--- src/rtl/demux_pkg.sv ---
// Shared constants and helpers for the 1-to-3 sequential demux.
package demux_pkg;

   localparam int unsigned NUM_CH        = 3;
   localparam int unsigned SEL_W         = 2;
   localparam int unsigned CNT_W         = 4;
   localparam int unsigned LIMIT_DEFAULT = 10;

   localparam logic [SEL_W-1:0] SEL_CH0     = 2'd0;
   localparam logic [SEL_W-1:0] SEL_CH1     = 2'd1;
   localparam logic [SEL_W-1:0] SEL_CH2     = 2'd2;
   localparam logic [SEL_W-1:0] SEL_ILLEGAL = 2'd3;

   // Round-robin successor of a channel select: 0 -> 1 -> 2 -> 0.
   function automatic logic [SEL_W-1:0] next_sel(input logic [SEL_W-1:0] s);
      return (s == SEL_CH2) ? SEL_CH0 : s + SEL_W'(1);
   endfunction

endpackage

--- src/rtl/demux_dec.sv ---
// Combinational 2-to-3 one-hot decoder; code 3 raises the illegal flag.
module demux_dec
   import demux_pkg::*;
(
   input  logic [SEL_W-1:0]  sel,
   output logic [NUM_CH-1:0] onehot,
   output logic              illegal
);

   // Decode select to one-hot channel enable.
   always_comb begin
      onehot  = '0;
      illegal = 1'b0;
      unique case (sel)
         SEL_CH0: onehot = 3'b001;
         SEL_CH1: onehot = 3'b010;
         SEL_CH2: onehot = 3'b100;
         default: illegal = 1'b1;
      endcase
   end

endmodule

--- src/rtl/demux1_3_seq.sv ---
// Registered 1-to-3 bit demux with transfer counter and sticky done.
// Build option: DEMUX_AUTOSEL_EN -- internal round-robin pointer replaces
// the sel port as the select source (err never asserts in that build).
module demux1_3_seq
   import demux_pkg::*;
#(
   parameter int unsigned LIMIT = LIMIT_DEFAULT
) (
   input  logic             clk,
   input  logic             rst,
   input  logic             in_valid,
   input  logic             din,
   input  logic [SEL_W-1:0] sel,
   output logic             out0,
   output logic             out1,
   output logic             out2,
   output logic [2:0]       vld,
   output logic             err,
   output logic [SEL_W-1:0] cur_sel,
   output logic [CNT_W-1:0] count,
   output logic             done
);

   logic [NUM_CH-1:0] out_q,   out_d;
   logic [NUM_CH-1:0] vld_q,   vld_d;
   logic              err_q,   err_d;
   logic [CNT_W-1:0]  count_q, count_d;
   logic              done_q,  done_d;

   logic [SEL_W-1:0]  eff_sel;
   logic [NUM_CH-1:0] dec_onehot;
   logic              dec_illegal;
   logic              offered;
   logic              accept;

`ifdef DEMUX_AUTOSEL_EN
   logic [SEL_W-1:0]  ptr_q, ptr_d;

   // Internal pointer is the select source; the sel port is not used.
   assign eff_sel = ptr_q;
`else
   // External port is the select source.
   assign eff_sel = sel;
`endif

   assign cur_sel = eff_sel;

   demux_dec u_dec (
      .sel     (eff_sel),
      .onehot  (dec_onehot),
      .illegal (dec_illegal)
   );

   // Once done, offers are ignored entirely.
   assign offered = in_valid && !done_q;
   assign accept  = offered && !dec_illegal;

   // Next-state computation for channel data, strobes, counter and done.
   always_comb begin
      out_d   = out_q;
      vld_d   = '0;
      err_d   = 1'b0;
      count_d = count_q;
      done_d  = done_q;
      if (accept) begin
         for (int unsigned k = 0; k < NUM_CH; k++) begin
            if (dec_onehot[k]) out_d[k] = din;
         end
         vld_d   = dec_onehot;
         count_d = count_q + CNT_W'(1);
         if (count_d == CNT_W'(LIMIT)) done_d = 1'b1;
      end
`ifdef DEMUX_AUTOSEL_EN
      err_d = 1'b0;
`else
      err_d = offered && dec_illegal;
`endif
   end

`ifdef DEMUX_AUTOSEL_EN
   // Pointer advances only on accepted transfers.
   always_comb begin
      ptr_d = ptr_q;
      if (accept) ptr_d = next_sel(ptr_q);
   end

   // Pointer register, restarts at channel 0 on reset.
   always_ff @(posedge clk) begin
      if (rst) ptr_q <= SEL_CH0;
      else     ptr_q <= ptr_d;
   end
`endif

   // State and output registers with synchronous reset priority.
   always_ff @(posedge clk) begin
      if (rst) begin
         out_q   <= '0;
         vld_q   <= '0;
         err_q   <= 1'b0;
         count_q <= '0;
         done_q  <= 1'b0;
      end else begin
         out_q   <= out_d;
         vld_q   <= vld_d;
         err_q   <= err_d;
         count_q <= count_d;
         done_q  <= done_d;
      end
   end

   assign out0  = out_q[0];
   assign out1  = out_q[1];
   assign out2  = out_q[2];
   assign vld   = vld_q;
   assign err   = err_q;
   assign count = count_q;
   assign done  = done_q;

endmodule

--- config.mk ---
export PLATFORM = sky130hd
export DESIGN_NAME = demux1_3_seq
export DESIGN_NICKNAME = d
export VERILOG_FILES = /design/src/rtl/demux_pkg.sv /design/src/rtl/demux_dec.sv /design/src/rtl/demux1_3_seq.sv
export SDC_FILE = /design/constraint.sdc
export NUM_CORES = 1
export LEC_CHECK = 0
export ABC_AREA = 1
export BUFFER_PORTS_ARGS = -buffer_cell sky130_fd_sc_hd__buf_4
export CAP_MARGIN = 30
export CORE_UTILIZATION = 38
export CTS_CLUSTER_SIZE = 14
export DETAILED_ROUTE_END_ITERATION = 7
export HOLD_SLACK_MARGIN = 0.15
export PLACE_DENSITY = 0.65
export SYNTH_ARGS = -nofsm -noshare
export SYNTH_HDL_FRONTEND = slang
export SYNTH_SLANG_ARGS = --single-unit
--- constraint.sdc ---
create_clock -name clk -period 3.3 [get_ports clk]
set_clock_uncertainty 0.2 [all_clocks]
set_input_delay 0.495 -clock clk [delete_from_list [all_inputs] [get_ports clk]]
set_output_delay 0.495 -clock clk [all_outputs]
set_load 0.01 [all_outputs]
# After elaboration in Yosys (flattened, before gate mapping)
# Index checks and enable logic that the tools add are counted.
# classes
shifts,0
reduce_logical,11
n_lt_le_gt_ge,0
n_mux,2
bitwise_logic,1
div,0
mul,0
eq_ne,3
n_addsub,1
# ops
cell,n
3-bit case mux with 3 select lines,1
2-bit AND reduction,4
4-bit by 1-bit adder with 4-bit output (second input constant),1
4-bit == test (second input constant),1
1-bit logical AND,3
3-bit OR reduction,1
2-bit by 1-bit == test with 1-bit output (second input constant),1
2-bit == test (second input constant),1
2-bit logical NOT,1
2-bit OR reduction,1
1-bit logical NOT,1
1-bit 2-to-1 mux,1
1-bit NOT,1
# word_totals
mem_bits_rw,0
mem_bits_ro,0
ff_bits,12
latchBits,0
elab_cells,25
inputBits,6
output_inout_bits,14
mem_count,0

# Longest topological paths before layout
# Gate-level depths: netlist of the first run.
# logic_depth
ltp_word,5
depth_mapped,7
depth_no_buf,7

# Cells and area by module
# Synthesis of the first run repeated with hierarchy kept, for this count alone.
# unflattened
cells_unflattened,76
area_unflattened_um2,579.3
# modules_own_cells
mod,seq_area_each_um2,instances,cells_per_inst,area_per_inst_um2
demux1_3_seq,240.2,1,69,553.0
demux_dec,0.0,1,7,26.3

# Worst setup path before layout of the first run
# Ideal clock, no wire load.
# synth_timing
kind,reg2reg
start,register count_q[0] (netlist: count[0])
end,register done_q (netlist: done)
arrival_time_ns,1.049
setup_time_ns,0.067
stages_incl_launch_ff,8
slack_ns,1.984
path_buffers,0
path_cell_list,dfxtp_1 -> ha_1 -> inv_1 -> nand2_1 -> nand2_1 -> nor2_1 -> nand3_2 -> a21oi_2
# synth_via
elab_chain_cells,3
# synth_rtl
item,line_no,source
"start, declared",demux1_3_seq.sv:27,"logic [CNT_W-1:0] count_q, count_d;"
"start signal, assigned",demux1_3_seq.sv:106,count_q <= count_d;
4-bit by 1-bit adder with 4-bit output,demux1_3_seq.sv:70,count_d = count_q + CNT_W'(1);
4-bit == test,demux1_3_seq.sv:71,if (count_d == CNT_W'(LIMIT)) done_d = 1'b1;
2-bit AND reduction (no source line),-,
"end signal, assigned",demux1_3_seq.sv:107,done_q <= done_d;
"end, declared",demux1_3_seq.sv:28,"logic done_q, done_d;"
# No other way between the ends.
# A chain may end at the register's enable or synchronous reset.

# Worst setup path in the final report of the first run
# layout_timing
start,register count_q[0] (netlist: count[0])
end,output port count[0]
# layout_rtl
item,line_no,source
"end, declared",demux1_3_seq.sv:20,"output logic [CNT_W-1:0] count,"
# No word-level cell between the ends.

==> results of run 1 <==
[through the flow]
step | utilization | setup WS (ps)
6_report | 0.542 | 1720
3_3_place_gp | 0.514 | 1850
5_1_grt | 0.542 | 1630
2_1_floorplan | - | 1980
4_1_cts | 0.542 | 1700
3_5_place_dp | 0.514 | 1840
[report_power, final]
part / switching (mW) / leakage, nW / total [mW] / internal, mW
logic: 0.0233 / 0.217 / 0.0435 / 0.0202
registers: 0.00565 / 0.0980 / 0.156 / 0.151
clock network: 0.0513 / 0.0210 / 0.118 / 0.0671
total: 0.0802 / 0.336 / 0.318 / 0.238
[per-layer routing]
metal	part of all wire	global-route usage	vias up
met5	0	0	-
met1	0.47	0.215	218
met4	0.0083	0.0517	0
met2	0.46	0.196	12
li1	-	-	250
met3	0.064	0.104	2
[final cells by class]
class / instances / area, µm² / share of cell area
multi-input combinational: 41 / 220 / 0.312
sequential: 12 / 240 / 0.340
clock buffer: 4 / 36.3 / 0.0514
tap: 15 / 18.8 / 0.0266
timing repair buffer: 19 / 143 / 0.202
inverter: 12 / 47.5 / 0.0674
[layout by cell type, fill, tap and decap left out]
master / n
a21oi_1: 6
a21oi_2: 1
buf_4: 19
clkbuf_4: 3
clkbuf_8: 1
dfxtp_1: 12
ha_1: 2
inv_1: 11
inv_4: 1
nand2_1: 11
nand2_4: 1
nand3_1: 3
nand3_2: 1
nand4_1: 1
nor2_1: 7
nor2_4: 1
nor3_1: 2
o21ai_0: 3
o21ai_1: 2
[sequential cells by signal, summed over array words and instances, names as in the netlist]
register,flops
count,4
out_q,3
vld,3
done,1
err,1
[cells by family after synthesis]
| logic type | synth area share |
|---|---|
| AOI/OAI and AO/OA | 0.121 |
| DFF | 0.456 |
| adders and majority gates | 0.0475 |
| and+or+nand+nor | 0.249 |
| buffers and inverters | 0.126 |
[path summary, 6_finish.rpt]
| kind | slack (ps) | start | end |
|---|---|---|---|
| max | 1720 | count[0] | count[0] |
| min | 230 | rst | done |
| max reg2reg | 1960 | count[0] | done |
| min reg2reg | 260 | out_q[1] | out_q[1] |
==> run_results.csv, run 1 <==
group,metric,value,unit
drt,wl_per_cell,9.41,µm
power_and_ir_drop,power.total,318,µW
finish,finalInstanceArea,706,µm²
clock_network,cts_resized,0,
place,port_buffers,19,
synth,netlist_area,527,µm²
synth,ys_top_cells_by_area,"dfxtp_1, inv_1, nand2_1, a21oi_1, nor2_1",
critical_path,cp_max_fo,7,
critical_path,max_stage_delay,440,ps
critical_path,crit_path_end_kind,"primary output",
critical_path,path_depth,1,
global_routing,gr-total-overflow,0,
timing,min_period,1580,ps
clock_network,cts_tree,"done",
drt,drt-pass1-iter-count,2,
clock_network,cts.sinks,12,
finish,area_growth,34.0,%
critical_path,crit_path_top_delay_cell,"dfxtp_1",
clock_network,clockBufferDepth,2,
timing,period_share,0.478,
synth,synth_top_area_share,0.456,
power_and_ir_drop,irDropWorstVdd,0.234,mV
synth,ys_seq_area_frac,0.456,
synth,synthDistinctLibCells,18,
clock_network,htree_levels,1,
power_and_ir_drop,powerDensity,451,nW/µm²
floorplan,initial_core_util,0.405,
synth,netlist_instances,68,
place,gp_congestion,0.752,
drt,ant_nets,0,
critical_path,cpLargestDelayFamily,"flip-flops",
clock_network,clock_latency,280,ps
timing,tightestPinTransition,262,ps
drt,drc,0,
synth,syn_area_per_cell,7.75,µm²
place,dp_hpwl,745,µm
synth,synth.largest_area_cell,"dfxtp_1",
synth,synth-edff-count,0,
drt,vias_per_cell,4.68,
timing,rsz0062_at_grt,"false",
clock_network,numCtsBuffers,3,
synth,synthArstFlopShare,0,
synth,synth_seq_cells,12,
critical_path,reg2reg_depth,7,
floorplan,core_area,1300,µm²
status,status,"complete, no violations",
finish,num-nets-final,97,
floorplan,chipHeight,39.2,µm
finish,nFillCells,134,
timing,hold_ws,228,ps
synth,synthFlopType,"dfxtp_1",
floorplan,die_area,1540,µm²
critical_path,crit_required,2600,ps
clock_network,post-cts-setup-buffers,0,
timing,slew_headroom,0.824,
critical_path,path_class,"register to primary output",
timing,slew_violations,0,
synth,synth_nets,76,
finish,diodes,0,
global_routing,grt_max_degree,9,
drt,drtIter0Drc,9,
synth,synth_warnings,0,
drt,vias,482,
global_routing,grt_antenna_before_repair,0,
synth,synth_commonest_cells,"dfxtp_1, inv_1, nand2_1",
run,maxCapViolCount,0,
clock_network,cts_hold_buf,0,
timing,timing.fmax,634,MHz
timing,setup_viol,0,
timing,setup-tns-final,0,ps
critical_path,crit_buf_inv,1,
min_path,hold_depth,2,
global_routing,grt_pass1_vias,372,
place,dp.cells,99,
place,place_area,669,µm²
clock_network,cts_root_buf,"clkbuf_4",
min_path,hold_path.class,"input pin to register",
synth,yosysMostFrequentCell,"dfxtp_1",
drt,wirelength,969,µm
floorplan,io_pins,20,
power_and_ir_drop,leakage,0.336,nW
critical_path,worst_ep_arrival_time,880,ps
finish,stdcell_count,103,
floorplan,rows,13,
clock_network,path_clk_slew,80,ps
critical_path,crit_chain,"buf_4",
timing,hold_violations,0,
finish,drive_above_1_share,0.318,
global_routing,grt_use_total,0.159,
critical_path,start_kind,"register",
floorplan,die_x,39.2,µm
global_routing,grt_pass1_wl,1560,µm
Power figures use the tool's default switching activity.
==> inputs of run 2 (changes only) <==
- clock period: 3.3 -> 1.6 ns (I/O delays scaled with it)
==> run 2 against run 1 <==
Against the previous run:
- non-clock buffer count up 5
- cell area grew 7.1%
- hold slack improved by 22 ps
- first-iteration DRC count shrank 33%
- critical endpoint is now cur_sel[1]
- routed wire length grew 6.9%
- largest cell class unchanged
- sequential power up 110%
- register-to-register slack lost 1700 ps
- worst setup slack got worse by 1600 ps
- final cell count grew 4.9%
- highest routed layer unchanged
- combinational power grew 130%
==> run_results.csv, run 2 (synthesis gave the netlist of run 1 again) <==
group,metric,value,unit
power_and_ir_drop,powerDensity,874,nW/µm²
drt,drt-pass1-iter-count,4,
drt,dr_wl_met3,74,µm
finish,nFillCells,132,
finish,area_growth,43.5,%
floorplan,initial_core_util,0.405,
drt,wl_per_cell,9.59,µm
min_path,hold_depth,2,
global_routing,grt_pass1_wl,1580,µm
finish,final_cell_mix,"buf_4, dfxtp_1, inv_1, nand2_1, nor2_1",
clock_network,cts_root_buf,"clkbuf_4",
global_routing,grt_max_degree,9,
floorplan,io_pins,20,
drt,drtIter0Drc,6,
drt,vias,495,
timing,min_period,1510,ps
clock_network,clock_latency,270,ps
critical_path,reg2reg_from,"count[0]",
critical_path,cp_max_fo,4,
clock_network,post-cts-setup-buffers,0,
drt,wl_met1,480,µm
global_routing,grt_use_total,0.159,
timing,rsz0062_at_grt,"false",
finish,largest_register_ffs,4,
finish,drive_above_1_share,0.301,
timing,slew_violations,0,
timing,tightestPinTransition,247,ps
critical_path,worst_ep_arrival_time,1070,ps
clock_network,cts.sinks,12,
finish,final_common_cell,"buf_4",
timing,timing.fmax,664,MHz
status,status,"complete, no violations",
min_path,hold_path.class,"register to register",
min_path,holdPathEnd,"out_q[1]",
power_and_ir_drop,power.total,660,µW
run,maxCapViolCount,0,
drt,drc,0,
power_and_ir_drop,irDropWorstVdd,0.545,mV
floorplan,chipHeight,39.2,µm
clock_network,cts_tree,"done",
drt,met2WireLength,471,µm
drt,wirelength,1040,µm
min_path,hp-start,"out_q[1]",
timing,setup-tns-final,0,ps
floorplan,die_area,1540,µm²
critical_path,reg2reg_slack,270,ps
finish,num-nets-final,102,
floorplan,rows,13,
clock_network,path_clk_slew,70,ps
place,dp_slack,282,ps
critical_path,path_class,"input pin to primary output",
finish,diodes,0,
clock_network,clockBufferDepth,2,
drt,vias_per_cell,4.58,
drt,top_layer,"met4",
place,port_buffers,19,
timing,period_share,0.941,
power_and_ir_drop,leakage,0.356,nW
floorplan,die_x,39.2,µm
global_routing,grt_antenna_before_repair,0,
drt,ant_nets,0,
critical_path,r2r-end,"done",
critical_path,start_kind,"input pin",
timing,setup_viol,0,
clock_network,htree_levels,1,
clock_network,numCtsBuffers,3,
timing,worst_slack,94.1,ps
place,dp_hpwl,765,µm
global_routing,gr-total-overflow,0,
critical_path,crit_required,1160,ps
place,gp_congestion,0.755,
critical_path,crit_path_end_kind,"primary output",
floorplan,core_area,1300,µm²
timing,hold_violations,0,
timing,slew_headroom,0.834,
critical_path,reg2reg_depth,7,
global_routing,grt_pass1_vias,402,
==> run 2: changes by cell type in the layout (fill, tap and decap cells not counted) <==
| cell | previous run | this run |
|---|---|---|
| dlygate4sd3_1 | 0 | 5 |
==> run 2: layer usage <==
layer	vias to the layer above	track usage
met3	2	0.0867
met2	13	0.242
li1	262	-
met1	218	0.188
met5	-	0
met4	0	0.0517
==> run 2: how the worst max path moves through the flow <==
stage	depth (start not counted)	startpoint	to
finish	3	sel[1]	cur_sel[1]
global route	6	sel[0]	out_q[2]
CTS	3	sel[0]	cur_sel[0]
detailed placement	7	count[0]	done
global placement	7	count[0]	done
floorplan	7	count[0]	done
==> run 2: power by group <==
group	total [mW]	leakage, nW	switching [mW]	internal, mW
clock	0.237	0.0210	0.0987	0.138
combinational	0.100	0.237	0.0504	0.0497
sequential	0.323	0.0980	0.0120	0.311
total	0.660	0.356	0.161	0.499
==> run 2: stage by stage <==
step,utilization,hold slack [ps],area (µm²),instances
after global routing,0.581,289,756,108
after floorplan,-,175,527,68
final,0.581,251,756,108
after global placement,0.514,240,669,99
after CTS,0.581,256,756,108
after detailed placement,0.514,244,669,99
==> run 2: cell type report <==
type,count,area [µm²],share of cell area
clock buffer,4,36.3,0.0480
timing repair buffer,24,193,0.255
multi-input combinational,41,220,0.291
sequential,12,240,0.318
inverter,12,47.5,0.0629
tap,15,18.8,0.0248
==> run 2: what timing repair did <==
item	4_1_cts	5_1_grt
hold buffers	5	0
resized for setup	0	0
hold endpoints to repair	9	0
==> run 2: critical path: stages <==
cell           delay (ps)
dlygate4sd3_1         540
buf_4                 150
buf_4                 140
==> inputs of run 3 (changes only) <==
- PLACE_DENSITY: 0.65 -> 0.67
- SLEW_MARGIN: not set -> 15
- clock period: 1.6 -> 1.3 ns (I/O delays scaled with it)
==> run 3 against run 2 <==
Against the previous run:
- hold slack worse by 240 ps
- routed wire length is 4.3% lower
- power is 14% higher
- first-iteration DRC count is 67% lower
- via count is 2.0% lower
- die area stayed put
- critical path depth is 1 lower
- flip-flop and latch count stayed put
- cell area is 2.0% higher
- largest cell class unchanged
==> run_results.csv, run 3 (synthesis gave the netlist of run 1 again) <==
group,metric,value,unit
min_path,hold_path.class,"input pin to register",
timing,min_period,1270,ps
global_routing,grtUsageMet1,0.204,
critical_path,reg2reg_slack,80,ps
drt,drtIter0Drc,2,
finish,area_growth,46.3,%
finish,multiInputGateArea,243,µm²
critical_path,worst_ep_arrival_time,870,ps
finish,stdcell_count,107,
place,gp_congestion,0.740,
finish,diodes,0,
clock_network,clockBufferDepth,2,
place,dp.cells,100,
global_routing,grt-busiest-layer,"met1",
finish,largest_register_ffs,4,
floorplan,die_x,39.2,µm
clock_network,htree_levels,1,
place,dp_hpwl,731,µm
timing,setup-tns-final,0,ps
drt,wl_per_cell,9.26,µm
clock_network,numCtsBuffers,3,
global_routing,grtUsageMet2,0.192,
drt,vias_per_cell,4.53,
timing,slew_violations,0,
global_routing,grt_use_total,0.150,
finish,nFillCells,135,
timing,hold_violations,0,
critical_path,cp_max_fo,5,
drt,drt-pass1-iter-count,2,
clock_network,path_clk_slew,70,ps
global_routing,grt_pass1_vias,361,
global_routing,grt_antenna_before_repair,0,
status,status,"complete, no violations",
drt,vias,485,
run,maxCapViolCount,0,
finish,seq_area,248,µm²
floorplan,io_pins,20,
floorplan,core_area,1300,µm²
critical_path,start_kind,"register",
clock_network,clock_latency,270,ps
drt,wirelength,991,µm
global_routing,grt_pass1_wl,1480,µm
global_routing,grt_max_degree,9,
floorplan,initial_core_util,0.405,
critical_path,path_class,"register to primary output",
place,port_buffers,19,
timing,rsz0062_at_grt,"true",
power_and_ir_drop,irDropWorstVdd,0.700,mV
floorplan,die_area,1540,µm²
finish,num-nets-final,102,
floorplan,chipHeight,39.2,µm
timing,timing.fmax,789,MHz
finish,post-route-util,0.592,
clock_network,cts_tree,"done",
critical_path,crit_path_end_kind,"primary output",
timing,tightestPinTransition,173,ps
power_and_ir_drop,powerDensity,979,nW/µm²
timing,period_share,0.976,
clock_network,cts_hold_buf,3,
global_routing,met3_usage,0.104,
finish,drive_above_1_share,0.391,
floorplan,rows,13,
timing,setup_viol,0,
clock_network,cts.sinks,12,
drt,drc,0,
clock_network,cts_root_buf,"clkbuf_4",
drt,ant_nets,0,
timing,slew_headroom,0.885,
power_and_ir_drop,leakage,0.353,nW
global_routing,gr-total-overflow,0,
finish,final_cell_mix,"buf_4, inv_1, nand2_1, dfxtp_1",
critical_path,crit_required,900,ps
finish,final_common_cell,"buf_4",
run 3: cell types whose count changed in the layout (fill, tap and decap cells not counted), sizes merged:
cell,change
clkbuf,-1
buf,+2
dlygate4sd3,-2
run 3: final timing paths:
kind	start	to	cells past startpoint
max	count[1]	count[1]	2
min	in_valid	err	3
max reg2reg	count[0]	done	7
min reg2reg	out_q[1]	out_q[1]	2
run 3: where the power goes:
group          switching [mW]  total, mW  internal [mW]  leakage (nW)
Clock                   0.114      0.222          0.107        0.0138
Combinational          0.0664      0.133         0.0668         0.240
Sequential             0.0165      0.400          0.383        0.0992
Total                   0.197      0.755          0.557         0.353
run 3: repair_timing:
| action | CTS | global route |
|---|---|---|
| endpoints found under the setup margin | 1 | 4 |
| pin swaps | 0 | 1 |
| endpoints found under the hold margin | 12 | 7 |
| setup buffers | 0 | 1 |
| gates resized for setup | 1 | 10 |
run 3: area by class of cell:
class / instances / area share
Inverter: 12 / 0.0617
Clock buffer: 3 / 0.0292
Sequential cell: 12 / 0.321
Multi-Input combinational cell: 41 / 0.315
Tap cell: 15 / 0.0244
Timing Repair Buffer: 24 / 0.248
run 3: metal layers:
layer,share of wire,wire (µm),vias to the layer above
li1,-,-,265
met1,0.48,474,210
met2,0.46,452,10
met5,0,0,-
met4,0,0,0
met3,0.065,64,0
run 3: critical path: stages, from the launching register on:
cell	delay (ps)
dfxtp_4	360
buf_6	110
buf_4	130
run 3: per-stage QoR:
stage | instance area (µm²) | hold slack (ps) | total power [mW] | setup WS, ps
6_report | 771 | 10.1 | 0.755 | 31.8
5_1_grt | 771 | 19.5 | 0.794 | 3.13
4_1_cts | 732 | -6.20 | 0.753 | 12.0
3_5_place_dp | 678 | 221 | 0.521 | 21.5
3_3_place_gp | 678 | 221 | 0.521 | 28.3
2_1_floorplan | 528 | 130 | 0.469 | 9.31
